<file path="src/rtl/int_trigger_seq.sv">
// int_trigger_seq: walks a PC-trigger table and raises CPU interrupt lines until acknowledged.
// Optional feature macro: INT_TRIG_REPEAT_EN (loop the table instead of stopping in DONE).
module int_trigger_seq #(
  parameter int          N_TRIG   = 16,
  parameter int          N_CH     = 6,
  parameter logic [31:0] ACK_BASE = 32'h7f20,
  parameter int          ACK_STEP = 4,
  localparam int         IDX_W    = $clog2(N_TRIG),
  localparam int         CH_W     = (N_CH > 2) ? $clog2(N_CH) : 1
) (
  input  logic             clk,
  input  logic             reset,
  input  logic             en,
  input  logic             cfg_we,
  input  logic [IDX_W-1:0] cfg_idx,
  input  logic [31:0]      cfg_pc,
  input  logic [CH_W-1:0]  cfg_ch,
  input  logic             cfg_last,
  input  logic [31:0]      macroscopic_pc,
  input  logic [31:0]      m_int_addr,
  input  logic [3:0]       m_int_byteen,
  output logic [N_CH-1:0]  interrupt,
  output logic [IDX_W-1:0] cur_idx,
  output logic             busy,
  output logic             done,
  output logic [15:0]      fire_cnt
);

  localparam int CH_N = 1 << CH_W;

  typedef enum logic [1:0] {IDLE, ARMED, DONE} state_e;

  state_e            state_q, state_d;
  logic [31:0]       tblPc_q [N_TRIG];
  logic [CH_W-1:0]   tblCh_q [N_TRIG];
  logic [N_TRIG-1:0] tblLast_q, tblValid_q;
  logic [N_CH-1:0]   int_q, int_d;
  logic [IDX_W-1:0]  idx_q, idx_d;
  logic [15:0]       cnt_q, cnt_d;

  logic [N_CH-1:0]   ack;
  logic [CH_N-1:0]   intWide, ackWide;
  logic [CH_W-1:0]   entCh;
  logic              entLast, entValid, match, fire;

  always_comb begin
    ack = '0;
    for (int k = 0; k < N_CH; k++) begin
      ack[k] = (|m_int_byteen) &&
               ((m_int_addr & ~32'h3) == ACK_BASE + 32'(k * ACK_STEP));
    end
  end

  // Channel codes beyond N_CH read as an idle, never-acknowledged line.
  always_comb begin
    intWide = '0;
    ackWide = '0;
    intWide[N_CH-1:0] = int_q;
    ackWide[N_CH-1:0] = ack;
  end

  assign entValid = tblValid_q[idx_q];
  assign entLast  = tblLast_q[idx_q];
  assign entCh    = tblCh_q[idx_q];
  assign match    = entValid && ((macroscopic_pc & ~32'h3) == tblPc_q[idx_q]);
  assign fire     = (state_q == ARMED) && en && match &&
                    (!intWide[entCh] || ackWide[entCh]);

  always_comb begin
    state_d = state_q;
    idx_d   = idx_q;
    cnt_d   = cnt_q;
    int_d   = int_q & ~ack;
    unique case (state_q)
      IDLE: if (en) state_d = ARMED;
      ARMED: begin
        if (!en) begin
          state_d = IDLE;
        end else if (!entValid) begin
          state_d = DONE;
        end else if (fire) begin
          if (cnt_q != 16'hffff) cnt_d = cnt_q + 16'd1;
          if (entLast || idx_q == IDX_W'(N_TRIG - 1)) begin
`ifdef INT_TRIG_REPEAT_EN
            idx_d = '0;
`else
            state_d = DONE;
`endif
          end else begin
            idx_d = idx_q + 1'b1;
          end
        end
      end
      default: ;
    endcase
    // Set is applied after the ack clear so it wins on the same channel.
    for (int k = 0; k < N_CH; k++) begin
      if (fire && entCh == CH_W'(k)) int_d[k] = 1'b1;
    end
  end

  always_ff @(posedge clk or posedge reset) begin
    if (reset) begin
      state_q    <= IDLE;
      idx_q      <= '0;
      cnt_q      <= '0;
      int_q      <= '0;
      tblValid_q <= '0;
      tblLast_q  <= '0;
      for (int i = 0; i < N_TRIG; i++) begin
        tblPc_q[i] <= '0;
        tblCh_q[i] <= '0;
      end
    end else begin
      state_q <= state_d;
      idx_q   <= idx_d;
      cnt_q   <= cnt_d;
      int_q   <= int_d;
      if (cfg_we) begin
        tblPc_q[cfg_idx]    <= cfg_pc & ~32'h3;
        tblCh_q[cfg_idx]    <= cfg_ch;
        tblLast_q[cfg_idx]  <= cfg_last;
        tblValid_q[cfg_idx] <= 1'b1;
      end
    end
  end

  assign interrupt = int_q;
  assign cur_idx   = idx_q;
  assign busy      = (state_q == ARMED);
  assign done      = (state_q == DONE);
  assign fire_cnt  = cnt_q;

endmodule

</file>
<file path="config.mk">
export PLATFORM = sky130hd
export DESIGN_NAME = int_trigger_seq
export DESIGN_NICKNAME = d
export VERILOG_FILES = /design/src/rtl/int_trigger_seq.sv
export SDC_FILE = /design/constraint.sdc
export NUM_CORES = 1
export LEC_CHECK = 0
export ABC_AREA = 1
export CAP_MARGIN = 5
export CORE_AREA = 8 8 289 291
export CTS_CLUSTER_SIZE = 20
export DETAILED_ROUTE_END_ITERATION = 6
export DIE_AREA = 0 0 297 299
export PLACE_DENSITY_LB_ADDON = 0.1
export SLEW_MARGIN = 25
export SYNTH_ARGS = -nofsm -noshare
export SYNTH_HDL_FRONTEND = slang
export SYNTH_SLANG_ARGS = --single-unit
</file>
<file path="constraint.sdc">
create_clock -name clk -period 24.2 [get_ports clk]
set_input_delay 4.84 -clock clk [delete_from_list [all_inputs] [get_ports clk]]
set_output_delay 4.84 -clock clk [all_outputs]
set_load 0.05 [all_outputs]
</file>
Word-level counts from Yosys, hierarchy flattened
Cells that the tools add are included.
{ "op_classes": {"add_sub_neg": 2, "n_lt_le_gt_ge": 7, "eq_ne": 19, "muxes": 35, "n_bitwise": 6, "n_reduce_logical": 28} }
{ "ops": {"columns": ["operator", "count"], "rows": [
  ["512-bit bitwise mux", 1],
  ["30-bit by 13-bit equality test with 1-bit output, second input constant", 6],
  ["32-bit binary-select mux with 4-bit select", 1],
  ["32-bit demux with 4-bit select", 1],
  ["32-bit two-way mux", 3],
  ["48-bit bitwise mux", 1],
  ["32-bit equality test", 1],
  ["1-bit logical AND", 18],
  ["16-bit by 1-bit adder with 16-bit output, second input constant", 1],
  ["16-bit bitwise mux", 1],
  ["16-bit != test, second input constant", 1],
  ["16-bit bitwise OR", 1],
  ["3-bit binary-select mux with 4-bit select", 1],
  ["3-bit demux with 4-bit select", 1],
  ["1-bit two-way mux", 11],
  ["5-bit >= comparator, second input constant", 2],
  ["4-bit by 5-bit < comparator with 1-bit output, second input constant", 2],
  ["2-bit two-way mux", 5],
  ["4-bit NOT with 5-bit output", 2],
  ["5-bit AND reduction", 2],
  ["3-bit two-way mux", 3],
  ["1-bit binary-select mux with 4-bit select", 2],
  ["4-bit by 3-bit != test with 1-bit output, second input constant", 2],
  ["6-bit bitwise AND", 1],
  ["23 further kinds", 27]
]} }
{ "word_totals": {"reg_bits": 620, "input_bits": 112, "out_inout_bits": 28, "wordCells": 135} }

Logic depth before layout (Yosys ltp)
{ "logic_depth": {"word_depth": 13, "ltp_mapped": 22, "depth_no_buf": 19} }

Least setup slack after synthesis
Ideal clock, no wire load.
{ "synth_path": {"kind": "input-to-reg", "from": "input m_int_addr[7]", "to": "register cnt_q[9] (netlist: fire_cnt[9])", "setup_time_ps": 120, "t_arrival_ps": 6465, "path_slack_ps": 17615, "path_stages": 15, "n_path_buf": 1, "path_cell_list": "nor3_1 > inv_1 > nor2_1 > nand3_1 > nor2_1 > nand3_1 > nand2_1 > nor2_1 > nand2_1 > nand2_1 > nand2_2 > nand3_2 > buf_6 > o21ai_1 > nand2_1"} }
{ "synth_between": {"elab_chain_cells": 7, "word_cells_on_any_way": 17} }
{ "synth_lines": {"columns": ["item", "line_no", "source"], "rows": [
  ["start, declared", "20", "input logic [31:0] m_int_addr,"],
  ["30-bit by 13-bit equality test with 1-bit output", "50", "((m_int_addr & ~32'h3) == ACK_BASE + 32'(k * ACK_STEP));"],
  ["1-bit logical AND", "49", "ack[k] = (|m_int_byteen) &&"],
  ["1-bit binary-select mux with 3-bit select (*)", "67", "(!intWide[entCh] || ackWide[entCh]);"],
  ["1-bit two-way mux (implied by the code) (*)", "67", null],
  ["1-bit logical OR (*)", "67", null],
  ["1-bit logical AND (*)", "66", "assign fire = (state_q == ARMED) && en && match &&"],
  ["5-bit AND reduction (no line) (*)", null, null],
  ["end signal, assigned", "117", "cnt_q <= cnt_d;"],
  ["end, declared", "39", "logic [15:0] cnt_q, cnt_d;"]
]} }
Every way passes the cells marked *; elsewhere a longest branch is shown, timed or not. The select of a mux whose other input is x is not followed.
A chain may end at the register's enable or synchronous reset.

==> impl_summary.txt <==
----------------------------------------------------
[Status]
  Status ... complete, no violations

[Final layout]
  Fraction of final layout cells sized beyond drive strength 1 ... just under 5%
  Fillers ... about 8200
  Most frequent cells in the layout ... 1456 x sky130_fd_sc_hd__nand2_1, 604 x sky130_fd_sc_hd__o21ai_0, 585 x sky130_fd_sc_hd__dfrtp_1
  Relative area change from synthesis to final layout ... 14.8%
  Final Util ... 42.3%
  Fin nets ... about 4000
  Commonest non-fill, non-tap cell in the layout ... sky130_fd_sc_hd__nand2_1

[STA]
  Number of endpoints failing setup at the final stage ... 0
  Fin. Hold Viols ... 0
  Worst hold slack across all endpoints ... about 450 ps
  Share of the clock period used by the worst path after layout ... between 30% and 40%
  Highest achievable clock rate ... 130 MHz
  Pins Over Slew Limit ... 0
  Worst Tran Pin Value ... 1020 ps
  Worst Skew ... ~18 ps
  Minimum period implied by the final worst setup slack ... 7710 ps
  RSZ-0062 raised after global routing ... false
  Setup total negative slack ... 0 ps
  Setup slack of the critical path after layout ... between 15000 and 20000 ps
  Worst-case headroom to the max-slew limit ... 31.9%

[Detailed routing]
  Detailed Route WL ... between 90000 and 100000 um
  DRC violation count after routing ... 0
  Per-cell via count in the routed design ... approximately 4.9
  TritonRoute pass-1 iters ... 5
  Count of vias placed by the detailed router ... around 25000
  Remaining antenna violation count ... 0
  Mean routed wirelength per cell ... around 19 um
  Initial DRC count ... between 2000 and 2500

[Clocking]
  Sinks on Clock Net ... between 500 and 600
  Clk_lat worst skew ... a little over 600 ps
  Longest Clk Path Bufs ... 3
  CTS H-tree lvls ... 3
  CTS tree ... built
  Number of hold buffers added after cts ... 0
  Number of buffers created by CTS ... 70
  Root buffer cell ... sky130_fd_sc_hd__clkbuf_16
  CTS clock-pin slew for the worst setup and hold paths ... ~60 ps
  CTS resizes ... 0
  Buffer count from post-CTS setup fixing ... 0

[GRT]
  Maximum number of pins on one net before global-route repair ... about 150
  Global-route wire length before repair ... 146000 um
  Number of antenna violations at the first check in global routing ... 1
  Overflow left after global routing ... 0
  Overall global routing resource usage ... about a fifth
  Number of global-route vias before repair ... between 20000 and 25000

[Worst setup path]
  Worst reg2reg path depth ... 19
  Critical path start-end classification ... in2async
  Critical path startpoint ... reset
  Startpoint type of the worst setup path ... primary input
  Data arrival time of the critical path ... around 8300 ps
  Crit path to ... tblCh_q[23]
  Maximum fanout encountered on the critical timing path ... between 70 and 80
  Data required time of the worst path ... 24830 ps
  FF-to-FF setup slack ... approximately 19000 ps
  CP endpoint kind ... async pin
  Capture point of the worst reg-to-reg path ... fire_cnt[10]
  FF-to-FF Start ... cur_idx[0]

[Floorplanning]
  Die area ... around 89000 um2
  Num ports ... 140
  Area of the core ... approximately 79000 um2
  Initial standard-cell utilization of the core ... 36.8%
  Number of standard-cell rows in the floorplan ... ~100
  Die Height ... approximately 300 um
  Horizontal die dimension ... just under 300 um

[Min path]
  Hold/Removal Path Class ... reg2reg

[Synthesis]
  Fraction of the yosys area taken by sequential cells ... just over 50%
  Async set or reset register ratio after synthesis ... between 90% and 100%
  Post-Syn Area ... just under 30000 um2
  Avg Synthesized Cell Area ... about 7.3 um2
  Count of mapped cells out of synthesis ... slightly below 4000
  Count of flip-flops with a built-in enable after synthesis ... 0
  Number of warnings reported in the yosys synthesis log ... 0
  Unique masters post-synth ... 33
  Predominant post-synthesis flop cell ... sky130_fd_sc_hd__dfrtp_1
  Flop and latch count out of synthesis ... approximately 590
  Synth Net Count ... 4070

[Placed design]
  Count of input and output buffers ... roughly 130
  Worst slack at placement ... between 15000 and 20000 ps
  Final estimated routing congestion in global placement ... 0.802
  Sum of net half-perimeters after detailed placement ... between 50000 and 60000 um

[Power and ir drop]
  Worst vdd ir ... around 48 uV
  Leakage Power ... 16.3 nW
  Power per standard cell area ... roughly 80 nW/um2

[Run]
  Number of violations of the max-capacitance limit ... 0

----------------------------------------------------
==> sequential cells by signal, indices dropped and copies added, names as in the netlist <==
name        flops
tblValid_q     16
state_q         2
tblLast_q      16
tblPc_q       480
tblCh_q        48
interrupt       6
cur_idx         4
fire_cnt       16
==> power by group <==
part | leakage (nW) | internal [mW] | total [mW] | switching, mW
clock network | 1.12 | 0.618 | 1.04 | 0.425
logic | 7.82 | 0.154 | 0.395 | 0.241
registers | 7.36 | 1.17 | 1.26 | 0.0869
total | 16.3 | 1.95 | 2.70 | 0.752
==> cell usage after synthesis (7+ instances only) <==
cell type / number / share of area (%)
sky130_fd_sc_hd__or2_2: 13 / 0.28
sky130_fd_sc_hd__clkbuf_1: 166 / 2.2
sky130_fd_sc_hd__a21oi_1: 29 / 0.50
sky130_fd_sc_hd__buf_2: 62 / 1.1
sky130_fd_sc_hd__o211ai_1: 8 / 0.21
sky130_fd_sc_hd__nor3_1: 14 / 0.24
sky130_fd_sc_hd__buf_4: 11 / 0.29
sky130_fd_sc_hd__buf_1: 12 / 0.16
sky130_fd_sc_hd__o21ai_0: 604 / 10
sky130_fd_sc_hd__nand4_1: 12 / 0.26
sky130_fd_sc_hd__nor2_1: 319 / 4.1
sky130_fd_sc_hd__nand3_1: 303 / 5.2
sky130_fd_sc_hd__dfrtp_1: 588 / 51
sky130_fd_sc_hd__inv_1: 296 / 3.8
sky130_fd_sc_hd__o21ai_1: 7 / 0.12
sky130_fd_sc_hd__or2_1: 11 / 0.24
sky130_fd_sc_hd__nand2_1: 1464 / 19
==> critical path, stage by stage <==
cell                              delay, ps
sky130_fd_sc_hd__clkdlybuf4s50_1        490
sky130_fd_sc_hd__inv_8                  410
sky130_fd_sc_hd__buf_4                  790
sky130_fd_sc_hd__buf_4                  840
sky130_fd_sc_hd__buf_4                  800
==> kinds of logic (layout without fill, tap and decap cells) <==
kind of cell	count (synthesis)	count (layout)	synth area share [%]
flops	588	588	50.8
compound gates	651	651	11.4
simple gates	2155	2155	29.9
xor+xnor	6	6	0.182
other cells	0	2	0
mux	1	1	0.0346
fa+ha+maj	2	2	0.0864
buf+inv	553	600	7.64
==> worst min path at each step <==
stage | start | to | slack (ps) | depth (start not counted)
global placement | tblValid_q[0] | tblValid_q[0] | 430 | 2
CTS | tblValid_q[0] | tblValid_q[0] | 450 | 2
global route | tblValid_q[3] | tblValid_q[3] | 460 | 2
finish | tblValid_q[14] | tblValid_q[14] | 450 | 2
floorplan | tblValid_q[0] | tblValid_q[0] | 420 | 2
detailed placement | tblValid_q[0] | tblValid_q[0] | 440 | 2
==> metrics by stage <==
stage,cell area [um2],power [mW],std cells
4_1_cts,33200,2.73,5052
3_5_place_dp,30900,1.67,4927
2_1_floorplan,28900,1.56,3956
5_1_grt,33200,2.86,5054
3_3_place_gp,30900,1.66,4926
6_report,33200,2.70,5055
==> layout make-up <==
cell class,count,area (um2),area share (%)
Antenna cell,2,5.00,0.0151
Tap cell,1050,1310,3.95
Clock inverter,18,155,0.467
Multi-Input combinational cell,2815,12100,36.4
Timing Repair Buffer,176,1700,5.10
Clock buffer,107,2090,6.30
Inverter,299,1140,3.42
Sequential cell,588,14700,44.3
==> per-layer routing <==
| metal | wire length, um | global-route usage (%) | up-vias | part of all wire (%) |
|---|---|---|---|---|
| met5 | 0 | 0 | - | 0 |
| met4 | 2090 | 5.81 | 0 | 2.2 |
| met3 | 4370 | 2.79 | 113 | 4.6 |
| met2 | 42900 | 33.7 | 562 | 45 |
| met1 | 45100 | 29.5 | 11800 | 48 |
| li1 | - | - | 12500 | - |
No activity file was read; power rests on OpenSTA's default activity.
